<file path="config.mk">
export PLATFORM = sky130hd
export DESIGN_NAME = cell_burst_injector
export DESIGN_NICKNAME = d
export VERILOG_FILES = /design/src/rtl/cell_burst_injector.sv
export SDC_FILE = /design/constraint.sdc
export NUM_CORES = 1
export LEC_CHECK = 0
export BUFFER_PORTS_ARGS = -buffer_cell sky130_fd_sc_hd__buf_2
export CELL_PAD_IN_SITES_DETAIL_PLACEMENT = 1
export CELL_PAD_IN_SITES_GLOBAL_PLACEMENT = 2
export CORE_MARGIN = 4
export CORE_UTILIZATION = 27
export DETAILED_ROUTE_END_ITERATION = 16
export GPL_TIMING_DRIVEN = 0
export PLACE_DENSITY_LB_ADDON = 0.1
export RECOVER_POWER = 50
export SLEW_MARGIN = 20
export SYNTH_ARGS = -nofsm -noshare
export SYNTH_HDL_FRONTEND = slang
export SYNTH_SLANG_ARGS = --single-unit
</file>
<file path="constraint.sdc">
create_clock -name clk -period 3.4 [get_ports clk]
set_input_delay 0.85 -clock clk [delete_from_list [all_inputs] [get_ports clk]]
set_output_delay 0.85 -clock clk [all_outputs]
set_load 0.005 [all_outputs]
</file>
<file path="src/rtl/cell_burst_injector.sv">
// rtl/cell_burst_injector.sv - cell-link interposer that injects bursts of FA packets
//
// Sits between the CCW/CW AXI-Stream TX sources and the Aurora cores. A rising
// edge on fa_strobe starts a burst of burst_len packets on the link chosen by
// out_ccw. The generator waits for an upstream packet boundary, stalls the
// upstream source while it owns the link, honours downstream tready and only
// switches ownership between packets. When idle it is a pure passthrough.
//
// Optional feature: define CELL_BURST_INJECTOR_SEQ_DATA_EN to fill payload
// words with {pkt_sent_cnt, 8'h00, word_index}; otherwise payload is zero.
//
// Ports:
//   clk, rst_n                          clock, asynchronous active-low reset
//   fa_strobe                           burst trigger (rising edge)
//   out_ccw                             link select at trigger (1 = CCW, 0 = CW)
//   burst_len[7:0]                      packets per burst, sampled at trigger
//   CELL_CCW_AXI_STREAM_TX_*_in/_out    CCW upstream in / downstream out stream
//   CELL_CW_AXI_STREAM_TX_*_in/_out     CW upstream in / downstream out stream
//   busy                                burst in progress
//   pkt_sent_cnt[15:0]                  packets injected since reset (wraps)
//   strobe_miss                         sticky: trigger seen while busy

module cell_burst_injector #(
  parameter logic [4:0]  CELL_INDEX     = 5'd0,
  parameter int unsigned PKT_SIZE_WORDS = 5,
  parameter logic [15:0] MAGIC          = 16'hA5BE,
  parameter logic [8:0]  FOFB_BASE      = 9'd0,
  parameter int unsigned GAP_CYCLES     = 0,
  parameter logic [31:0] FAKE_CRC       = 32'hADADFACE
) (
  input  logic        clk,
  input  logic        rst_n,
  input  logic        fa_strobe,
  input  logic        out_ccw,
  input  logic [7:0]  burst_len,

  input  logic [31:0] CELL_CCW_AXI_STREAM_TX_tdata_in,
  input  logic        CELL_CCW_AXI_STREAM_TX_tlast_in,
  input  logic        CELL_CCW_AXI_STREAM_TX_tvalid_in,
  output logic        CELL_CCW_AXI_STREAM_TX_tready_out,
  output logic [31:0] CELL_CCW_AXI_STREAM_TX_tdata_out,
  output logic        CELL_CCW_AXI_STREAM_TX_tlast_out,
  output logic        CELL_CCW_AXI_STREAM_TX_tvalid_out,
  input  logic        CELL_CCW_AXI_STREAM_TX_tready_in,

  input  logic [31:0] CELL_CW_AXI_STREAM_TX_tdata_in,
  input  logic        CELL_CW_AXI_STREAM_TX_tlast_in,
  input  logic        CELL_CW_AXI_STREAM_TX_tvalid_in,
  output logic        CELL_CW_AXI_STREAM_TX_tready_out,
  output logic [31:0] CELL_CW_AXI_STREAM_TX_tdata_out,
  output logic        CELL_CW_AXI_STREAM_TX_tlast_out,
  output logic        CELL_CW_AXI_STREAM_TX_tvalid_out,
  input  logic        CELL_CW_AXI_STREAM_TX_tready_in,

  output logic        busy,
  output logic [15:0] pkt_sent_cnt,
  output logic        strobe_miss
);

  localparam logic [7:0]  LAST_WORD = 8'(PKT_SIZE_WORDS - 1);
  localparam logic [15:0] GAP_LAST  = 16'((GAP_CYCLES > 0) ? (GAP_CYCLES - 1) : 0);

  typedef enum logic [1:0] {
    IDLE,
    WAIT_BOUNDARY,
    SEND,
    GAP
  } state_t;

  state_t      state_q, state_d;
  logic        sel_ccw_q, sel_ccw_d;
  logic [7:0]  burst_len_q, burst_len_d;
  logic [7:0]  pkt_idx_q, pkt_idx_d;
  logic [7:0]  word_q, word_d;
  logic [15:0] gap_cnt_q, gap_cnt_d;
  logic [15:0] pkt_cnt_q, pkt_cnt_d;
  logic        miss_q, miss_d;
  logic        strobe_q;
  logic        in_pkt_ccw_q, in_pkt_ccw_d;
  logic        in_pkt_cw_q, in_pkt_cw_d;

  logic        strobe_rise;
  logic        sel_in_pkt;
  logic        sel_tready;
  logic        override;
  logic        decide;
  logic        take_ccw;
  logic        take_cw;
  logic        last_word;
  logic [8:0]  fofb;
  logic [31:0] gen_tdata;
  logic        ccw_beat;
  logic        cw_beat;

  assign strobe_rise = fa_strobe & ~strobe_q;
  assign sel_in_pkt  = sel_ccw_q ? in_pkt_ccw_q : in_pkt_cw_q;
  assign sel_tready  = sel_ccw_q ? CELL_CCW_AXI_STREAM_TX_tready_in
                                 : CELL_CW_AXI_STREAM_TX_tready_in;
  assign override    = (state_q == SEND);

  // Cycle in which the link is claimed at a packet boundary. Upstream is
  // already held off here so no new upstream packet can start on the very
  // edge where the generator takes over.
  assign decide = ~sel_in_pkt &
                  ((state_q == WAIT_BOUNDARY) ||
                   ((state_q == GAP) && (gap_cnt_q == GAP_LAST)));

  assign take_ccw  = (override | decide) & sel_ccw_q;
  assign take_cw   = (override | decide) & ~sel_ccw_q;
  assign last_word = (word_q == LAST_WORD);
  assign fofb      = FOFB_BASE + {1'b0, pkt_idx_q};

  always_comb begin
    gen_tdata = 32'h0;
    if (word_q == 8'd0) begin
      gen_tdata = {MAGIC, 1'b1, CELL_INDEX, 1'b0, fofb};
    end else if (last_word) begin
      gen_tdata = FAKE_CRC;
    end else begin
`ifdef CELL_BURST_INJECTOR_SEQ_DATA_EN
      gen_tdata = {pkt_cnt_q, 8'h00, word_q};
`else
      gen_tdata = 32'h0;
`endif
    end
  end

  // Link output muxes: generator while owning the link, passthrough otherwise.
  assign CELL_CCW_AXI_STREAM_TX_tdata_out  = take_ccw ? gen_tdata : CELL_CCW_AXI_STREAM_TX_tdata_in;
  assign CELL_CCW_AXI_STREAM_TX_tlast_out  = take_ccw ? last_word : CELL_CCW_AXI_STREAM_TX_tlast_in;
  assign CELL_CCW_AXI_STREAM_TX_tvalid_out = take_ccw ? override  : CELL_CCW_AXI_STREAM_TX_tvalid_in;
  assign CELL_CCW_AXI_STREAM_TX_tready_out = take_ccw ? 1'b0      : CELL_CCW_AXI_STREAM_TX_tready_in;

  assign CELL_CW_AXI_STREAM_TX_tdata_out   = take_cw ? gen_tdata : CELL_CW_AXI_STREAM_TX_tdata_in;
  assign CELL_CW_AXI_STREAM_TX_tlast_out   = take_cw ? last_word : CELL_CW_AXI_STREAM_TX_tlast_in;
  assign CELL_CW_AXI_STREAM_TX_tvalid_out  = take_cw ? override  : CELL_CW_AXI_STREAM_TX_tvalid_in;
  assign CELL_CW_AXI_STREAM_TX_tready_out  = take_cw ? 1'b0      : CELL_CW_AXI_STREAM_TX_tready_in;

  assign ccw_beat = CELL_CCW_AXI_STREAM_TX_tvalid_in & CELL_CCW_AXI_STREAM_TX_tready_out;
  assign cw_beat  = CELL_CW_AXI_STREAM_TX_tvalid_in & CELL_CW_AXI_STREAM_TX_tready_out;

  assign busy         = (state_q != IDLE);
  assign pkt_sent_cnt = pkt_cnt_q;
  assign strobe_miss  = miss_q;

  always_comb begin
    in_pkt_ccw_d = in_pkt_ccw_q;
    in_pkt_cw_d  = in_pkt_cw_q;
    if (ccw_beat) in_pkt_ccw_d = ~CELL_CCW_AXI_STREAM_TX_tlast_in;
    if (cw_beat)  in_pkt_cw_d  = ~CELL_CW_AXI_STREAM_TX_tlast_in;
  end

  always_comb begin
    state_d     = state_q;
    sel_ccw_d   = sel_ccw_q;
    burst_len_d = burst_len_q;
    pkt_idx_d   = pkt_idx_q;
    word_d      = word_q;
    gap_cnt_d   = gap_cnt_q;
    pkt_cnt_d   = pkt_cnt_q;
    miss_d      = miss_q | (strobe_rise & (state_q != IDLE));

    case (state_q)
      IDLE: begin
        if (strobe_rise && (burst_len != 8'd0)) begin
          sel_ccw_d   = out_ccw;
          burst_len_d = burst_len;
          pkt_idx_d   = 8'd0;
          word_d      = 8'd0;
          state_d     = WAIT_BOUNDARY;
        end
      end
      WAIT_BOUNDARY: begin
        if (decide) state_d = SEND;
      end
      SEND: begin
        if (sel_tready) begin
          if (last_word) begin
            word_d    = 8'd0;
            pkt_cnt_d = pkt_cnt_q + 16'd1;
            pkt_idx_d = pkt_idx_q + 8'd1;
            if ((pkt_idx_q + 8'd1) == burst_len_q) begin
              state_d = IDLE;
            end else if (GAP_CYCLES > 0) begin
              gap_cnt_d = 16'd0;
              state_d   = GAP;
            end
          end else begin
            word_d = word_q + 8'd1;
          end
        end
      end
      GAP: begin
        // The final gap cycle doubles as the boundary check so the idle
        // spacing between packets is exactly GAP_CYCLES.
        if (gap_cnt_q == GAP_LAST) begin
          state_d = decide ? SEND : WAIT_BOUNDARY;
        end else begin
          gap_cnt_d = gap_cnt_q + 16'd1;
        end
      end
      default: state_d = IDLE;
    endcase
  end

  always_ff @(posedge clk or negedge rst_n) begin
    if (!rst_n) begin
      state_q      <= IDLE;
      sel_ccw_q    <= 1'b0;
      burst_len_q  <= 8'd0;
      pkt_idx_q    <= 8'd0;
      word_q       <= 8'd0;
      gap_cnt_q    <= 16'd0;
      pkt_cnt_q    <= 16'd0;
      miss_q       <= 1'b0;
      strobe_q     <= 1'b0;
      in_pkt_ccw_q <= 1'b0;
      in_pkt_cw_q  <= 1'b0;
    end else begin
      state_q      <= state_d;
      sel_ccw_q    <= sel_ccw_d;
      burst_len_q  <= burst_len_d;
      pkt_idx_q    <= pkt_idx_d;
      word_q       <= word_d;
      gap_cnt_q    <= gap_cnt_d;
      pkt_cnt_q    <= pkt_cnt_d;
      miss_q       <= miss_d;
      strobe_q     <= fa_strobe;
      in_pkt_ccw_q <= in_pkt_ccw_d;
      in_pkt_cw_q  <= in_pkt_cw_d;
    end
  end

endmodule

</file>
---- Word-level counts from Yosys, hierarchy flattened ----
Index checks and enable logic that the tools add are counted.
storage, ports and cells
  input port bits ......................... 82
  bits in registers ....................... 63
  output and inout bits ................... 88
cells by class
  add/subtract/negate cells ............... 4
  equality and inequality tests ........... 11
  mux-type cells .......................... 27
  bitwise gates (word level) .............. 15
  reductions and logical operators ........ 15
operators by type and width
  cell                                                             number
  32-bit two-way mux                                               4
  8-bit two-way mux                                                5
  16-bit by 1-bit adder with 16-bit output, second input constant  2
  8-bit case mux with 2 select lines                               2
  8-bit by 1-bit adder with 8-bit output, second input constant    2
  16-bit logical NOT                                               1
  2-bit two-way mux                                                7
  8-bit by 3-bit == test with 1-bit output, second input constant  1
  8-bit == test                                                    1
  8-bit logical NOT                                                1
  1-bit two-way mux                                                8
  2-bit case mux with 4 select lines                               1
  8-bit nonzero test                                               1
  1-bit AND                                                        7
  2-bit by 1-bit != test with 1-bit output, second input constant  3
  2-bit != test, second input constant                             3
  1-bit inverter                                                   6
  3-bit AND reduction                                              2
  6-bit AND reduction                                              1
  2-bit == test, second input constant                             2
  2-bit AND reduction                                              2
  4-bit AND reduction                                              1
  2-bit nonzero test                                               2
  2-bit by 1-bit == test with 1-bit output, second input constant  1
  other kinds (4)                                                  6

---- Logic depth before layout (Yosys ltp) ----
Gate-level depths: netlist (run 1).
  depth in word-level cells ............... 8
  depth in mapped cells ................... 9

---- Worst setup path after synthesis (run 1) ----
OpenSTA, ideal clock, no wires.
  kind .................................... flip-flop to output port
  start ................................... register gap_cnt_q[0]
  end ..................................... output port CELL_CCW_AXI_STREAM_TX_tdata_out[6]
  path slack .............................. 0.744 ns
  data arrival time ....................... 1.806 ns
  path buffers ............................ 2
  cell stages (with the launch flop) ...... 10
  cell sequence ........................... dfrtp_1 -> inv_1 -> ha_1 -> nor3b_1 -> and4_1 -> buf_2 -> o211ai_2 -> clkbuf_1 -> nand2_1 -> o31ai_1
between the ends
  longest elaborated chain between the ends .. 7
RTL lines
  item                      RTL line  text
  start: declaration        75        logic [15:0] gap_cnt_q, gap_cnt_d;
  start signal: assignment  225       gap_cnt_q <= gap_cnt_d;
  16-bit logical NOT        106       ((state_q == GAP) && (gap_cnt_q == GAP_LAST)));
  1-bit logical AND         106
  1-bit logical OR          105       ((state_q == WAIT_BOUNDARY) ||
  1-bit AND                 104       assign decide = ~sel_in_pkt &
  1-bit bitwise OR          108       assign take_ccw = (override | decide) & sel_ccw_q;
  1-bit AND                 108
  32-bit two-way mux        129       assign CELL_CCW_AXI_STREAM_TX_tdata_out = take_ccw ? gen_tdata : CELL_CCW_AXI_STREAM_TX_tdata_in;
  end: declaration          41        output logic [31:0] CELL_CCW_AXI_STREAM_TX_tdata_out,
No other way between the ends.

---- Worst setup path in the final report (run 1) ----
  start ................................... register gap_cnt_q[0]
  end ..................................... output port CELL_CCW_AXI_STREAM_TX_tdata_out[17]
The elaborated chain is that of the path after synthesis.

==> impl_metrics.csv, run 1 <==
group,metric,value,unit
outcome,outcome,"completed",
sta,rsz0062_at_grt,"no",
clock_network,cts.sinks,63,
sta,min_period,3.26,ns
setup_path,critical_path_class,"flop to output pin",
setup_path,critical_path_depth,9,
floorplanning,start_util,28.0,%
drt,ant_nets,0,
setup_path,r2r_cells,6,
logic_synthesis,synth.avg_cell_area,8.79,µm²
sta,fin_tns_setup,0,ns
drt,vias,4015,
pwr,seq_power_share,26.4,%
pwr,switching_power,0.00138,W
pwr,p_comb_share,47.8,%
sta,fmax,307,MHz
floorplanning,io_pins,170,
floorplanning,num_rows,43,
placement,dp_slack,0.0349,ns
cells_and_area,design_area,5370,µm²
pwr,power_leakage,2.74,nW
cells_and_area,nets,721,
clock_network,numCtsBuffers,9,
drt,first_iter_violations,281,
setup_path,critPathMaxFanout,8,
placement,portBuffers,169,
worst_hold_path,hp-class,"flop to flop",
global_routing,grt_max_degree,49,
global_routing,grt_pass1_vias,4416,
sta,min_period_over_period,95.8,%
floorplanning,fp.dieH,129,µm
setup_path,max_stage_delay,0.41,ns
setup_path,cp_slowest_cell,"dfrtp_1",
setup_path,crit_family,"buffers and inverters",
sta,finalHoldViolCount,0,
drt,detailedRoute.firstPassIterationCount,4,
setup_path,worstPathRequired,2.55,ns
global_routing,grt_pass1_wl,23.3,mm
setup_path,path_buf_inv,4,
floorplanning,die_width,129,µm
setup_path,start_kind,"flop",
logic_synthesis,ys_ff_latch,63,
setup_path,crit_chain,"inv_1 > ha_2 > nor3b_1 > and4_1 > buf_6 > o211ai_4 > buf_6 > mux2_2 > buf_2",
clock_network,cts_tree,"yes",
logic_synthesis,synth_area_leaders,"dfrtp_1, nand2_1, xnor2_1",
logic_synthesis,synthDistinctLibCells,51,
cells_and_area,area_delta_synth_final,36.2,%
clock_network,ctsHoldBuffers,0,
logic_synthesis,yosysWarnings,0,
drt,wire_per_inst,17.7,µm
drt,drt-total-wl,14.4,mm
clock_network,clk_pin_slew,0.05,ns
flow_run,cap_violations,0,
clock_network,cts-htree-levels,3,
setup_path,endpoint_kind,"output pin",
cells_and_area,diodes,0,
sta,finalSetupViolCount,0,
sta,worst_slew_pin_slew,1.23,ns
global_routing,grt_usage,17.8,%
pwr,p_per_area,661,nW/µm²
clock_network,clk_latency,0.33,ns
drt,drc,0,
placement,placed_cell_area,5050,µm²
setup_path,cpMostUsedCell,"buf_6",
setup_path,crit_end,"CELL_CCW_AXI_STREAM_TX_tdata_out[17]",
pwr,vdd_drop_max,0.000289,V
sta,layout_setup_ws,0.144,ns
setup_path,cp_data_arrival_time,2.41,ns
global_routing,antenna_found_initial,0,
logic_synthesis,ys_seq_area_share,39.9,%
clock_network,clock_path_buffers,2,
logic_synthesis,synthArstFlopShare,100,%
placement,gp_congestion,0.824,
sta,slew_headroom,18.0,%
placement,dp_hpwl,11.6,mm
logic_synthesis,yosysTopAreaCell,"dfrtp_1",
setup_path,r2r_slack,0.69,ns
setup_path,r2r_start,"state_q[1]",
pwr,internal_power,0.00217,W
logic_synthesis,syn_nets,537,
pwr,pwr-share-clk,25.8,%
global_routing,grt_overflow,0,
setup_path,r2r-end,"burst_len_q[0]",
setup_path,startpoint,"gap_cnt_q[0]",
floorplanning,die-area,16600,µm²
drt,routed_via_density,4.91,
logic_synthesis,synth_ff_type,"dfrtp_1",
cells_and_area,drive_above_1_share,34.3,%
sta,slew_violations,0,
logic_synthesis,synth.top_cell.area_share,39.9,%
floorplanning,fp.coreArea,14100,µm²
sta,fin_skew,0.00413,ns
logic_synthesis,netlist_area,3950,µm²
cells_and_area,n_fill_cell,1740,
pwr,swShare,38.9,%
logic_synthesis,synth_edf_count,0,
clock_network,cts_root_buf,"clkbuf_16",
logic_synthesis,syn_inst,449,
[placed cells by master (no fill, tap or decap), types with 12 or more instances in the layout]
cell type / instances
a21o_1: 19
and2_1: 16
buf_2: 166
clkbuf_1: 17
dfrtp_1: 63
inv_1: 12
mux2_2: 12
nand2_1: 81
nand3_1: 18
nor2_1: 18
o21ai_0: 29
o31ai_1: 15
xnor2_1: 28
[worst min-delay path by stage]
| stage | startpoint | to | cells past startpoint |
|---|---|---|---|
| 6_report | pkt_sent_cnt[15] | pkt_sent_cnt[15] | 1 |
| 5_1_grt | pkt_sent_cnt[15] | pkt_sent_cnt[15] | 1 |
| 4_1_cts | rst_n | gap_cnt_q[2] | 1 |
| 3_5_place_dp | strobe_miss | strobe_miss | 1 |
| 3_3_place_gp | strobe_miss | strobe_miss | 1 |
| 2_1_floorplan | gap_cnt_q[15] | gap_cnt_q[15] | 1 |
[worst register-to-register path, delay by kind of cell (launching register included)]
kind / cells / cell delay, ns
and+or+nand+nor: 1 / 0.32
DFF: 1 / 0.35
muxes: 1 / 0.40
AOI/OAI and AO/OA: 1 / 0.74
buffers and inverters: 3 / 0.79
[routing by layer]
metal	vias to the layer above	wire length (µm)	GRT usage, %
met2	122	7120	31.1
li1	1948	-	-
met1	1934	6160	21.0
met5	-	0	0
met4	0	192	4.94
met3	11	974	5.60
[logic make-up after synthesis]
family,Yosys count,share of synthesized area (%)
simple gates,198,25.6
compound gates,96,16.4
flops,63,39.9
xor+xnor,39,8.66
buf+inv,32,3.33
mux,15,4.19
fa+ha+maj,6,1.90
[registers in the layout, summed over array words and instances, names as in the netlist, 2 cells and up]
signal / cells
pkt_sent_cnt: 16
pkt_idx_q: 8
word_q: 8
burst_len_q: 8
state_q: 2
gap_cnt_q: 16
[stage by stage]
step / hold slack [ns] / std cells / util (%) / total power, W
2_1_floorplan: 0.447 / 449 / - / 0.00186
3_3_place_gp: 0.456 / 798 / 35.6 / 0.00256
3_5_place_dp: 0.457 / 799 / 35.8 / 0.00260
4_1_cts: 0.386 / 814 / 38.0 / 0.00357
5_1_grt: 0.492 / 818 / 38.1 / 0.00386
6_report: 0.467 / 818 / 38.1 / 0.00355
[synthesized netlist by cell type, types with 2 or more instances]
| library cell | number |
|---|---|
| nand2_1 | 81 |
| dfrtp_1 | 63 |
| o21ai_0 | 30 |
| xnor2_1 | 28 |
| a21o_1 | 19 |
| nand3_1 | 18 |
| nor2_1 | 18 |
| and2_1 | 17 |
| o31ai_1 | 17 |
| inv_1 | 12 |
| mux2_2 | 12 |
| and3_1 | 11 |
| clkbuf_1 | 11 |
| xor2_1 | 11 |
| nand4_1 | 10 |
| buf_2 | 9 |
| a21oi_1 | 7 |
| nor4_1 | 7 |
| ha_1 | 6 |
| nand2b_1 | 6 |
| nor2b_1 | 5 |
| nor3_1 | 5 |
| a31oi_1 | 4 |
| nor2_2 | 4 |
| a32o_1 | 3 |
| and4_1 | 3 |
| mux2i_1 | 3 |
| or3_1 | 3 |
| a211oi_1 | 2 |
| o211ai_1 | 2 |
| o21bai_1 | 2 |
[area by class of cell]
class / count / area [µm²] / area share, %
sequential: 63 / 1580 / 29.3
clock inverter: 4 / 45.0 / 0.838
multi-input combinational: 355 / 2260 / 42.0
inverter: 12 / 45.0 / 0.838
tap: 180 / 225 / 4.19
clock buffer: 12 / 246 / 4.59
buffer: 19 / 110 / 2.05
timing repair buffer: 173 / 867 / 16.1
[timing repair]
action	in CTS	in global routing
endpoints found under the setup margin	53	62
pin swaps	0	3
resized for setup	8	23
gates cloned	0	1
setup buffers	0	3
[power groups by stage]
| stage | Clock (W) | Sequential [W] | Combinational [W] |
|---|---|---|---|
| CTS | 0.000945 | 0.000938 | 0.00169 |
| finish | 0.000915 | 0.000937 | 0.00170 |
| global route | 0.000981 | 0.000953 | 0.00192 |
| detailed placement | 0 | 0.000949 | 0.00165 |
| floorplan | 0 | 0.000913 | 0.000943 |
| global placement | 0 | 0.000949 | 0.00161 |
Power figures use the tool's default switching activity.
==> run 2: changes to the inputs <==
--- a/config.mk
+++ b/config.mk
@@ -9,7 +9,8 @@
 export CELL_PAD_IN_SITES_DETAIL_PLACEMENT = 1
 export CELL_PAD_IN_SITES_GLOBAL_PLACEMENT = 2
 export CORE_MARGIN = 4
-export CORE_UTILIZATION = 27
+export CORE_UTILIZATION = 28
+export CTS_BUF_LIST = sky130_fd_sc_hd__clkbuf_4
 export DETAILED_ROUTE_END_ITERATION = 16
 export GPL_TIMING_DRIVEN = 0
 export PLACE_DENSITY_LB_ADDON = 0.1
==> run 2 against run 1 <==
Flip-flop and latch count stayed put. Sequential share of layout area hardly changed. Register-to-register slack better by 0.36 ns. Sequential power is 0.6% lower. Critical path depth stayed put. Final area is 0.14% higher. Utilization is 0.80 points higher. Clock skew is 0.0081 ns higher.
==> impl_metrics.csv, run 2 (synthesis results as in run 1) <==
group,metric,value,unit
clock_network,clk_pin_slew,0.11,ns
flow_run,cap_violations,0,
cells_and_area,drive_above_1_share,38.0,%
clock_network,cts-htree-levels,3,
placement,portBuffers,169,
floorplanning,fp.dieH,127,µm
placement,gp_congestion,0.821,
sta,min_period_over_period,96.0,%
clock_network,clock_path_buffers,2,
cells_and_area,nets,728,
pwr,power_leakage,2.78,nW
global_routing,grt_max_degree,43,
worst_hold_path,hp-class,"flop to flop",
pwr,power.total,0.00331,W
sta,finalHoldViolCount,0,
outcome,outcome,"completed",
sta,min_period,3.26,ns
drt,vias,4072,
setup_path,worstPathRequired,2.55,ns
cells_and_area,instances_no_fill,826,
clock_network,cts_root_buf,"clkbuf_4",
sta,fin_tns_setup,0,ns
global_routing,grt_overflow,0,
placement,dp_slack,0.0350,ns
global_routing,grt_pass1_vias,4386,
sta,layout_setup_ws,0.137,ns
pwr,vdd_drop_max,0.000298,V
placement,dp_hpwl,11.2,mm
cells_and_area,design_area,5380,µm²
sta,finalSetupViolCount,0,
floorplanning,die_width,127,µm
global_routing,grt_usage,18.0,%
placement,placed_cell_area,5040,µm²
floorplanning,fp.coreArea,13800,µm²
sta,slew_headroom,17.2,%
drt,first_iter_violations,193,
drt,drt-total-wl,14.4,mm
sta,fmax,306,MHz
sta,fin_skew,0.0122,ns
clock_network,cts.sinks,63,
sta,rsz0062_at_grt,"yes",
setup_path,cp_data_arrival_time,2.41,ns
cells_and_area,most-common-layout-cells,"buf_2, nand2_1, dfrtp_1, o21ai_0, xnor2_1",
setup_path,critical_path_class,"flop to output pin",
drt,wire_per_inst,17.4,µm
setup_path,critPathMaxFanout,10,
floorplanning,io_pins,170,
cells_and_area,final_common_cell,"buf_2",
cells_and_area,n_fill_cell,1694,
global_routing,antenna_found_initial,1,
floorplanning,num_rows,43,
floorplanning,start_util,28.5,%
setup_path,endpoint_kind,"output pin",
pwr,p_per_area,615,nW/µm²
setup_path,start_kind,"flop",
floorplanning,die-area,16100,µm²
clock_network,clk_latency,0.43,ns
drt,drc,0,
clock_network,cts_tree,"yes",
placement,placed_cells,799,
drt,detailedRoute.firstPassIterationCount,4,
sta,slew_violations,0,
clock_network,numCtsBuffers,9,
drt,ant_nets,0,
sta,worst_slew_pin_slew,1.24,ns
global_routing,grt_pass1_wl,23.1,mm
drt,routed_via_density,4.93,
cells_and_area,area_delta_synth_final,36.4,%
## run 2: final timing paths
kind	end	slack [ns]	start	depth (start not counted)
hold / removal	pkt_sent_cnt[15]	0.47	pkt_sent_cnt[15]	1
max in group asynchronous	pkt_sent_cnt[6]	1.05	rst_n	2
hold reg to reg	pkt_sent_cnt[15]	0.47	pkt_sent_cnt[15]	1
min in group asynchronous	gap_cnt_q[3]	0.65	rst_n	1
setup / recovery	CELL_CW_AXI_STREAM_TX_tdata_out[1]	0.14	gap_cnt_q[0]	9
setup reg to reg	burst_len_q[0]	1.05	state_q[1]	6
## run 2: per-layer routing
layer | up-vias | GRT usage, % | wire [µm]
li1 | 1964 | - | -
met1 | 1973 | 21.4 | 6080
met2 | 122 | 31.7 | 7170
met3 | 13 | 4.63 | 895
met4 | 0 | 5.74 | 206
met5 | - | 0 | 0
## run 2: cell type report
type | count | area, µm² | share of cell area (%)
antenna | 1 | 2.50 | 0.0465
clock buffer | 11 | 82.6 | 1.53
sequential | 63 | 1580 | 29.3
buffer | 19 | 131 | 2.44
inverter | 12 | 45.0 | 0.837
tap | 180 | 225 | 4.19
clock inverter | 5 | 72.6 | 1.35
multi-input combinational | 355 | 2310 | 42.9
timing repair buffer | 180 | 937 | 17.4
## run 2: stage by stage
step / hold WS, ns / utilization (%)
floorplan: 0.447 / -
global placement: 0.456 / 36.3
detailed placement: 0.463 / 36.4
CTS: 0.288 / 38.5
global route: 0.485 / 38.9
finish: 0.469 / 38.9
## run 2: repair_timing
item | 4_1_cts | 5_1_grt
setup endpoints to repair | 66 | 66
gates resized for setup | 21 | 13
pin swaps | 2 | 1
cloned | 2 | 0
buffers inserted | 3 | 6
hold buffers | 0 | 0
## run 2: worst max-delay path, cell delays in order, from the launching register on
cell and delay [ns]:
dfrtp_1 0.41, inv_2 0.07, ha_1 0.15, nor3b_2 0.16
and4_1 0.23, buf_6 0.17, o21ai_4 0.11, buf_4 0.22
o31ai_1 0.29, buf_2 0.17
## run 2: power by group
part           total [W]  switching (W)  internal [W]
Combinational    0.00178       0.000985      0.000798
Clock           0.000596       0.000287      0.000309
Sequential      0.000931      0.0000896      0.000841
Total            0.00331        0.00136       0.00195
